### src/rtl/median_pkg.sv
// -----------------------------------------------------------------------------
// median_pkg
//   Shared constants and types for the median filter datapath.
//   - PIX_W / ADDR_W : default pixel width and pixel ROM address width
//   - COORD_W        : width of row/column coordinates (1-based)
//   - WIN_TAPS       : number of taps in the 3x3 neighbourhood
//   - win_state_e    : state encoding of the window fetch FSM
//   - tap_dr/tap_dc  : row/column offset of tap k, k = 3*(dr+1)+(dc+1)
//   Offsets are carried as a 2-bit code: 0 -> -1, 1 -> 0, 2 -> +1.
// -----------------------------------------------------------------------------
package median_pkg;

  localparam int PIX_W    = 8;
  localparam int ADDR_W   = 18;
  localparam int COORD_W  = 10;
  localparam int WIN_TAPS = 9;
  localparam int TAP_W    = 4;

  typedef enum logic [1:0] {
    ST_IDLE  = 2'd0,
    ST_ISSUE = 2'd1,
    ST_DRAIN = 2'd2,
    ST_DONE  = 2'd3
  } win_state_e;

  localparam logic [1:0] OFS_NEG  = 2'd0;
  localparam logic [1:0] OFS_ZERO = 2'd1;
  localparam logic [1:0] OFS_POS  = 2'd2;

  // Row offset: taps 0..2 are the row above, 3..5 the centre row.
  function automatic logic [1:0] tap_dr(input logic [TAP_W-1:0] k);
    logic [1:0] ofs;
    case (k)
      4'd0, 4'd1, 4'd2: ofs = OFS_NEG;
      4'd3, 4'd4, 4'd5: ofs = OFS_ZERO;
      default:          ofs = OFS_POS;
    endcase
    return ofs;
  endfunction

  // Column offset: first column of each row triple is the left neighbour.
  function automatic logic [1:0] tap_dc(input logic [TAP_W-1:0] k);
    logic [1:0] ofs;
    case (k)
      4'd0, 4'd3, 4'd6: ofs = OFS_NEG;
      4'd1, 4'd4, 4'd7: ofs = OFS_ZERO;
      default:          ofs = OFS_POS;
    endcase
    return ofs;
  endfunction

endpackage

### src/rtl/win_addr_gen.sv
// -----------------------------------------------------------------------------
// win_addr_gen
//   Combinational neighbour address generator. Clamps the centre coordinate
//   into [1,rows] x [1,cols], applies the tap offset, clamps again (edge
//   replication) and forms the linear ROM address (r-1)*cols + (c-1),
//   truncated to ADDR_W.
//   Ports:
//     row, col   : centre coordinate, 1-based
//     rows, cols : image dimensions
//     dr, dc     : offset codes (0 -> -1, 1 -> 0, 2 -> +1)
//     addr       : ROM address of the clamped neighbour
//     oob        : (WIN_ZERO_PAD_EN builds only) unclamped neighbour lies
//                  outside the image
//   Configuration macro: WIN_ZERO_PAD_EN adds the oob output.
//   rows = 0 or cols = 0 is not a meaningful image and is not handled.
// -----------------------------------------------------------------------------
module win_addr_gen #(
  parameter int ADDR_W = 18
) (
  input  logic [9:0]        row,
  input  logic [9:0]        col,
  input  logic [9:0]        rows,
  input  logic [9:0]        cols,
  input  logic [1:0]        dr,
  input  logic [1:0]        dc,
`ifdef WIN_ZERO_PAD_EN
  output logic              oob,
`endif
  output logic [ADDR_W-1:0] addr
);
  import median_pkg::*;

  localparam int XW = ADDR_W - COORD_W;

  logic [9:0]  row_c;
  logic [9:0]  col_c;
  logic [10:0] r_raw;
  logic [10:0] c_raw;
  logic        r_lo;
  logic        r_hi;
  logic        c_lo;
  logic        c_hi;
  logic [9:0]  r_cl;
  logic [9:0]  c_cl;
  logic [9:0]  r_m1;
  logic [9:0]  c_m1;

  always_comb begin
    // Centre clamp: a centre of 0 or beyond the image snaps to the edge.
    if (row == 10'd0)     row_c = 10'd1;
    else if (row > rows)  row_c = rows;
    else                  row_c = row;

    if (col == 10'd0)     col_c = 10'd1;
    else if (col > cols)  col_c = cols;
    else                  col_c = col;

    // Offset code is biased by one, so neighbour = centre + code - 1.
    // The centre is at least 1, so this never wraps below zero.
    r_raw = {1'b0, row_c} + {9'd0, dr} - 11'd1;
    c_raw = {1'b0, col_c} + {9'd0, dc} - 11'd1;

    r_lo = (r_raw == 11'd0);
    r_hi = (r_raw > {1'b0, rows});
    c_lo = (c_raw == 11'd0);
    c_hi = (c_raw > {1'b0, cols});

    if (r_lo)       r_cl = 10'd1;
    else if (r_hi)  r_cl = rows;
    else            r_cl = r_raw[9:0];

    if (c_lo)       c_cl = 10'd1;
    else if (c_hi)  c_cl = cols;
    else            c_cl = c_raw[9:0];

    r_m1 = r_cl - 10'd1;
    c_m1 = c_cl - 10'd1;
  end

  // All operands widened to ADDR_W so the product wraps modulo 2^ADDR_W.
  assign addr = ({{XW{1'b0}}, r_m1} * {{XW{1'b0}}, cols}) + {{XW{1'b0}}, c_m1};

`ifdef WIN_ZERO_PAD_EN
  assign oob = r_lo | r_hi | c_lo | c_hi;
`endif

endmodule

### src/rtl/win_fetch.sv
// -----------------------------------------------------------------------------
// win_fetch
//   3x3 neighbourhood fetch stage. On a pix_done_sig pulse in IDLE the centre
//   coordinate and image size are latched; nine ROM reads are issued (one per
//   cycle, tap order k = 3*(dr+1)+(dc+1)), the returning pixels are shifted
//   into a collection register and the complete window is copied to win_data
//   in one cycle, followed by a one-cycle win_done_sig.
//   Timeline for a pulse in cycle T:
//     T+1..T+9 ISSUE (rom_addr for tap k in T+1+k)
//     T+2..T+10 capture rom_data
//     T+10 DRAIN (win_data loads at end of cycle), T+11 DONE (win_done_sig)
//   Ports:
//     CLK, RSTn        : clock, asynchronous active-low reset
//     pix_done_sig     : centre valid pulse; ignored unless IDLE
//     row_addr_sig     : centre row (1-based)
//     column_addr_sig  : centre column (1-based)
//     rows, cols       : image dimensions
//     rom_addr         : ROM read address; holds last value outside ISSUE
//     rom_data         : ROM read data, one cycle after rom_addr
//     win_data         : packed window, tap k at [PIX_W*k +: PIX_W]
//     win_done_sig     : one-cycle pulse after win_data updates
//     busy             : fetch in progress (T+1..T+11)
//   Configuration macro: WIN_ZERO_PAD_EN - taps whose unclamped coordinate
//   lies outside the image are captured as zero (reads still issue at the
//   clamped address, so timing is identical).
// -----------------------------------------------------------------------------
module win_fetch #(
  parameter int PIX_W  = median_pkg::PIX_W,
  parameter int ADDR_W = median_pkg::ADDR_W
) (
  input  logic                 CLK,
  input  logic                 RSTn,
  input  logic                 pix_done_sig,
  input  logic [9:0]           row_addr_sig,
  input  logic [9:0]           column_addr_sig,
  input  logic [9:0]           rows,
  input  logic [9:0]           cols,
  output logic [ADDR_W-1:0]    rom_addr,
  input  logic [PIX_W-1:0]     rom_data,
  output logic [9*PIX_W-1:0]   win_data,
  output logic                 win_done_sig,
  output logic                 busy
);
  import median_pkg::*;

  localparam int WIN_W = WIN_TAPS * PIX_W;
  localparam logic [TAP_W-1:0] LAST_TAP = TAP_W'(WIN_TAPS - 1);

  // FSM
  win_state_e state_q;
  win_state_e state_d;
  logic       accept;
  logic       issue;
  logic       drain;

  // Latched request
  logic [9:0] row_q, row_d;
  logic [9:0] col_q, col_d;
  logic [9:0] rows_q, rows_d;
  logic [9:0] cols_q, cols_d;

  // Tap counter and capture pipeline
  logic [TAP_W-1:0]  k_q, k_d;
  logic              cap_q, cap_d;
  logic [PIX_W-1:0]  tap_val;
  logic [WIN_W-1:0]  coll_q, coll_d;
  logic [WIN_W-1:0]  win_q, win_d;
  logic [ADDR_W-1:0] rom_addr_q, rom_addr_d;

  // Address generator
  logic [1:0]        gen_dr;
  logic [1:0]        gen_dc;
  logic [ADDR_W-1:0] gen_addr;

`ifdef WIN_ZERO_PAD_EN
  logic gen_oob;
  logic oob_q, oob_d;
`endif

  assign gen_dr = tap_dr(k_q);
  assign gen_dc = tap_dc(k_q);

  win_addr_gen #(
    .ADDR_W (ADDR_W)
  ) u_addr_gen (
    .row  (row_q),
    .col  (col_q),
    .rows (rows_q),
    .cols (cols_q),
    .dr   (gen_dr),
    .dc   (gen_dc),
`ifdef WIN_ZERO_PAD_EN
    .oob  (gen_oob),
`endif
    .addr (gen_addr)
  );

  // ---------------------------------------------------------------------------
  // FSM: state register
  // ---------------------------------------------------------------------------
  always_ff @(posedge CLK or negedge RSTn) begin
    if (!RSTn) state_q <= ST_IDLE;
    else       state_q <= state_d;
  end

  // ---------------------------------------------------------------------------
  // FSM: next state
  // ---------------------------------------------------------------------------
  always_comb begin
    state_d = state_q;
    case (state_q)
      ST_IDLE:  if (pix_done_sig) state_d = ST_ISSUE;
      ST_ISSUE: if (k_q == LAST_TAP) state_d = ST_DRAIN;
      ST_DRAIN: state_d = ST_DONE;
      ST_DONE:  state_d = ST_IDLE;
      default:  state_d = ST_IDLE;
    endcase
  end

  // ---------------------------------------------------------------------------
  // FSM: outputs
  // ---------------------------------------------------------------------------
  always_comb begin
    accept       = (state_q == ST_IDLE) && pix_done_sig;
    issue        = (state_q == ST_ISSUE);
    drain        = (state_q == ST_DRAIN);
    busy         = (state_q != ST_IDLE);
    win_done_sig = (state_q == ST_DONE);
    // Live address during ISSUE so tap k appears in cycle T+1+k; otherwise
    // the last issued address is held.
    rom_addr     = issue ? gen_addr : rom_addr_q;
  end

  // ---------------------------------------------------------------------------
  // Datapath next-state
  // ---------------------------------------------------------------------------
  always_comb begin
    row_d      = row_q;
    col_d      = col_q;
    rows_d     = rows_q;
    cols_d     = cols_q;
    if (accept) begin
      row_d  = row_addr_sig;
      col_d  = column_addr_sig;
      rows_d = rows;
      cols_d = cols;
    end

    k_d        = issue ? (k_q + 4'd1) : '0;
    // ROM data lags the address by one cycle, so capture runs one cycle
    // behind ISSUE and ends in DRAIN.
    cap_d      = issue;
    rom_addr_d = rom_addr;

`ifdef WIN_ZERO_PAD_EN
    oob_d   = issue ? gen_oob : oob_q;
    tap_val = oob_q ? '0 : rom_data;
`else
    tap_val = rom_data;
`endif

    // New taps enter at the top; after nine shifts tap 0 sits in the LSBs.
    coll_d = cap_q ? {tap_val, coll_q[WIN_W-1:PIX_W]} : coll_q;
    // DRAIN carries the final capture, so the whole window loads at once.
    win_d  = drain ? coll_d : win_q;
  end

  always_ff @(posedge CLK or negedge RSTn) begin
    if (!RSTn) begin
      row_q      <= '0;
      col_q      <= '0;
      rows_q     <= '0;
      cols_q     <= '0;
      k_q        <= '0;
      cap_q      <= 1'b0;
      coll_q     <= '0;
      win_q      <= '0;
      rom_addr_q <= '0;
`ifdef WIN_ZERO_PAD_EN
      oob_q      <= 1'b0;
`endif
    end else begin
      row_q      <= row_d;
      col_q      <= col_d;
      rows_q     <= rows_d;
      cols_q     <= cols_d;
      k_q        <= k_d;
      cap_q      <= cap_d;
      coll_q     <= coll_d;
      win_q      <= win_d;
      rom_addr_q <= rom_addr_d;
`ifdef WIN_ZERO_PAD_EN
      oob_q      <= oob_d;
`endif
    end
  end

  assign win_data = win_q;

endmodule

### config.mk
export PLATFORM = sky130hd
export DESIGN_NAME = win_fetch
export DESIGN_NICKNAME = d
export VERILOG_FILES = /design/src/rtl/median_pkg.sv /design/src/rtl/win_addr_gen.sv /design/src/rtl/win_fetch.sv
export SDC_FILE = /design/constraint.sdc
export NUM_CORES = 1
export LEC_CHECK = 0
export BUFFER_PORTS_ARGS = -buffer_cell sky130_fd_sc_hd__buf_2
export CAP_MARGIN = 15
export CORE_MARGIN = 1.5
export CORE_UTILIZATION = 46
export DETAILED_ROUTE_END_ITERATION = 16
export GPL_TIMING_DRIVEN = 0
export PLACE_DENSITY = 0.76
export SLEW_MARGIN = 40
export SYNTH_ARGS = -nofsm -noshare
export SYNTH_HDL_FRONTEND = slang
export SYNTH_SLANG_ARGS = --single-unit
### constraint.sdc
create_clock -name CLK -period 15.46 [get_ports CLK]
set_input_delay 0 -clock CLK [delete_from_list [all_inputs] [get_ports CLK]]
set_output_delay 0 -clock CLK [all_outputs]
set_load 0.1 [all_outputs]
==> run metrics <==
Critical Path Start Type flip-flop; Clock Skew between 0.01 and 0.015 ns; Synthesis Warnings 0; Seq/Total Area, Yosys 0.354; status completed; register area 5230 µm²; Crit. End Element output pin; FF+latch count, synth roughly 210; H-tree Lvls 1; initial antenna violation count 1; slowest stage delay, CP between 0.5 and 0.6 ns; PortBufs approximately 140; DP HPWL 27,300 µm; Setup Buffers After CTS 0; RSZ-0062 raised after global routing false; critical path required time ~15 ns; clk buf depth 3; clock slew at reported path FFs 0.06 ns; vias in the first global route 11,500; fin cells slightly above 2,000; Reg2Reg Depth between 50 and 60; synthesized net count between 1,500 and 2,000; CP bufs+invs 11; die area between 30,000 and 40,000 µm²; commonest cells after routing, fill and taps aside 207 x mux2_2, 207 x dfrtp_1, 143 x buf_2; Remaining DRCs 0; max layer used met4; Max Fclk slightly below 0.07 GHz; Post-Syn Area ~15,000 µm²; worst-skew pair later-pin latency between 0.5 and 0.6 ns; Via Count approximately 11,000; largest net degree at the start of global routing 78; Critical Path Fanout Max 19; Nets between 1,500 and 2,000; core area 31,600 µm²; Post-synth EDFFs 0; Final ANT Viol Nets 0; multi-input logic area between 8000 and 9000 µm²; Fin. Hold Viols 0; crit path time final 14.52 ns; gr ovfl total 0; final setup vio count 0; Inst Count DP about 1,900; flop2flop setup slack approximately 1.7 ns; Crit path max-delay family adder cells; GRT Util Overall 0.224; Initial Utilization 0.468; WS Path Type reg -> out; Post-synth ARST share 1.00; hold depth 3; worst-case hold slack roughly 0.21 ns; hold path startpoint rows[3]; crit path max-delay cell type fa_1; # IOs ~140; final cycle utilization of the critical path 0.939; number of DRC markers in iteration 0 ~650; filler cell count 2,628; Synth-to-Final Area Change 18.7%; r2r startpoint rows_q[2]$_DFFE_PN0P_; Syn Inst Count roughly 1,400; fraction of layout cells with a size suffix above 1 0.279; Pre-Repair DR Iteration Count 6; Primary FF master, synth dfrtp_1; Cell Rows between 60 and 70; CP dominant cell by count inv_1; Die Ht between 150 and 200 µm; DR WL/cell 17.9 µm; Clock Sinks about 210; slew at the pin closest to its max-slew limit 0.850 ns; reg2reg end rom_addr_q[17]$_DFF_PN0_; relative slew slack 0.425; TritonCTS clock tree yes; met3 wire len slightly above 3000 µm; CP Data Arrival Time 14.52 ns; vias per cell 5.46; root buffer cell clkbuf_16; CTS buffer count 24; Worst Hold End rows_q[3]$_DFFE_PN0P_; Max Slew Vio Count 0; total routed wirelength between 30,000 and 40,000 µm; global-route wire length before repair ~60,000 µm; gpl congestion between 0.9 and 1; MaxCap Viol Count 0; metal1 wirelength roughly 15,000 µm; width of the chip roughly 180 µm; Synth Area per Inst around 11 µm²; post-synth cell types slightly below 80; Hold WC Path Type in -> reg; metal2 WL roughly 17,000 µm
## worst reg2reg max path: cells and delay by family (launching register included)
kind            cells  cell delay, ns
xor+xnor            1            0.39
mux                 1            0.28
fa+ha+maj          12            4.73
flops               1            0.49
compound gates     19            4.00
simple gates       16            2.31
buf+inv            10            1.43
## cells by family (layout without fill, tap and decap cells)
kind of cell             after synthesis  in the layout  synth area share
buffers and inverters                197            433            0.0513
XOR/XNOR                              45             45            0.0276
AND/OR/NAND/NOR                      333            333             0.114
AO/OA/AOI/OAI                        187            187            0.0892
flip-flops                           209            209             0.354
adder cells (fa/ha/maj)              193            193             0.200
other                                  0              1                 0
multiplexers                         215            215             0.163
## metal layers
| metal | global-route usage | up-vias |
|---|---|---|
| met5 | 0 | - |
| met4 | 0.0519 | 0 |
| met3 | 0.0657 | 58 |
| met2 | 0.383 | 366 |
| met1 | 0.279 | 5409 |
| li1 | - | 5177 |
## stage by stage
stage          cell area, µm²  setup TNS, ns  worst slack (ns)   util
2_1_floorplan           14800              0              2.53      -
3_3_place_gp            16000              0            0.0582  0.506
3_5_place_dp            16000         -0.245            -0.234  0.509
4_1_cts                 17500              0            0.0722  0.555
5_1_grt                 17500              0            0.0946  0.555
6_report                17500              0             0.944  0.555
## how the worst max path moves through the flow
stage	from	end	slack (ns)	depth (start not counted)
final	rows_q[2]$_DFFE_PN0P_	rom_addr[17]	0.94	60
after CTS	rows_q[3]$_DFFE_PN0P_	rom_addr[17]	0.07	62
after detailed placement	rows_q[2]$_DFFE_PN0P_	rom_addr[16]	-0.23	59
after floorplan	rows_q[3]$_DFFE_PN0P_	rom_addr_q[17]$_DFF_PN0_	2.53	61
after global placement	rows_q[2]$_DFFE_PN0P_	rom_addr[16]	0.06	59
after global routing	rows_q[3]$_DFFE_PN0P_	rom_addr[17]	0.09	60
## cell usage after synthesis, types with 3 or more instances
library cell	instances	share of area
o31ai_1	7	0.0036
or2_2	16	0.0068
o21bai_1	5	0.0025
a211o_1	4	0.0024
xor2_1	11	0.0065
xnor2_1	33	0.020
nor4_1	3	0.0013
inv_1	137	0.035
nand3_1	16	0.0054
nor2_1	87	0.022
a2111oi_0	5	0.0030
o21ai_0	23	0.0078
a21oi_1	52	0.018
mux2_2	207	0.16
nor2b_1	18	0.0076
nand4_1	9	0.0038
clkbuf_1	54	0.014
nor4_2	3	0.0025
and2_1	27	0.011
o21a_1	13	0.0066
dfrtp_1	209	0.35
nor3_1	23	0.0078
fa_1	72	0.098
and3_1	18	0.0076
nand2_1	78	0.020
or3_1	3	0.0013
ha_1	121	0.10
nor3b_1	5	0.0025
o211ai_1	4	0.0020
nand3b_1	3	0.0015
a21o_1	17	0.0086
nand2b_1	15	0.0064
o311ai_1	3	0.0018
mux2i_1	8	0.0054
a21boi_0	6	0.0031
a211oi_1	8	0.0041
## cell type report
class / instances / area share
clock inverter: 15 / 0.0141
inverter: 139 / 0.0298
timing repair buffer: 197 / 0.0750
sequential: 209 / 0.299
multi-input combinational: 973 / 0.504
buffer: 53 / 0.0124
antenna: 1 / 0.000143
tap: 402 / 0.0287
clock buffer: 29 / 0.0376
## what timing repair did
action / CTS / global route
gates resized for setup: 6 / 7
hold endpoints to repair: 191 / 0
hold buffers: 52 / 0
setup endpoints to repair: 5 / 11
## flip-flops by register name, indices dropped and copies added, names as in the netlist
register    cells
row_q          10
k_q             4
cap_q           1
state_q         2
rom_addr_q     18
rows_q         10
coll_q         72
cols_q         10
col_q          10
win_data       72
Power is left out: the tool's default activity adds up to more than one toggle a clock period on the data nets, which glitch-free logic cannot reach.
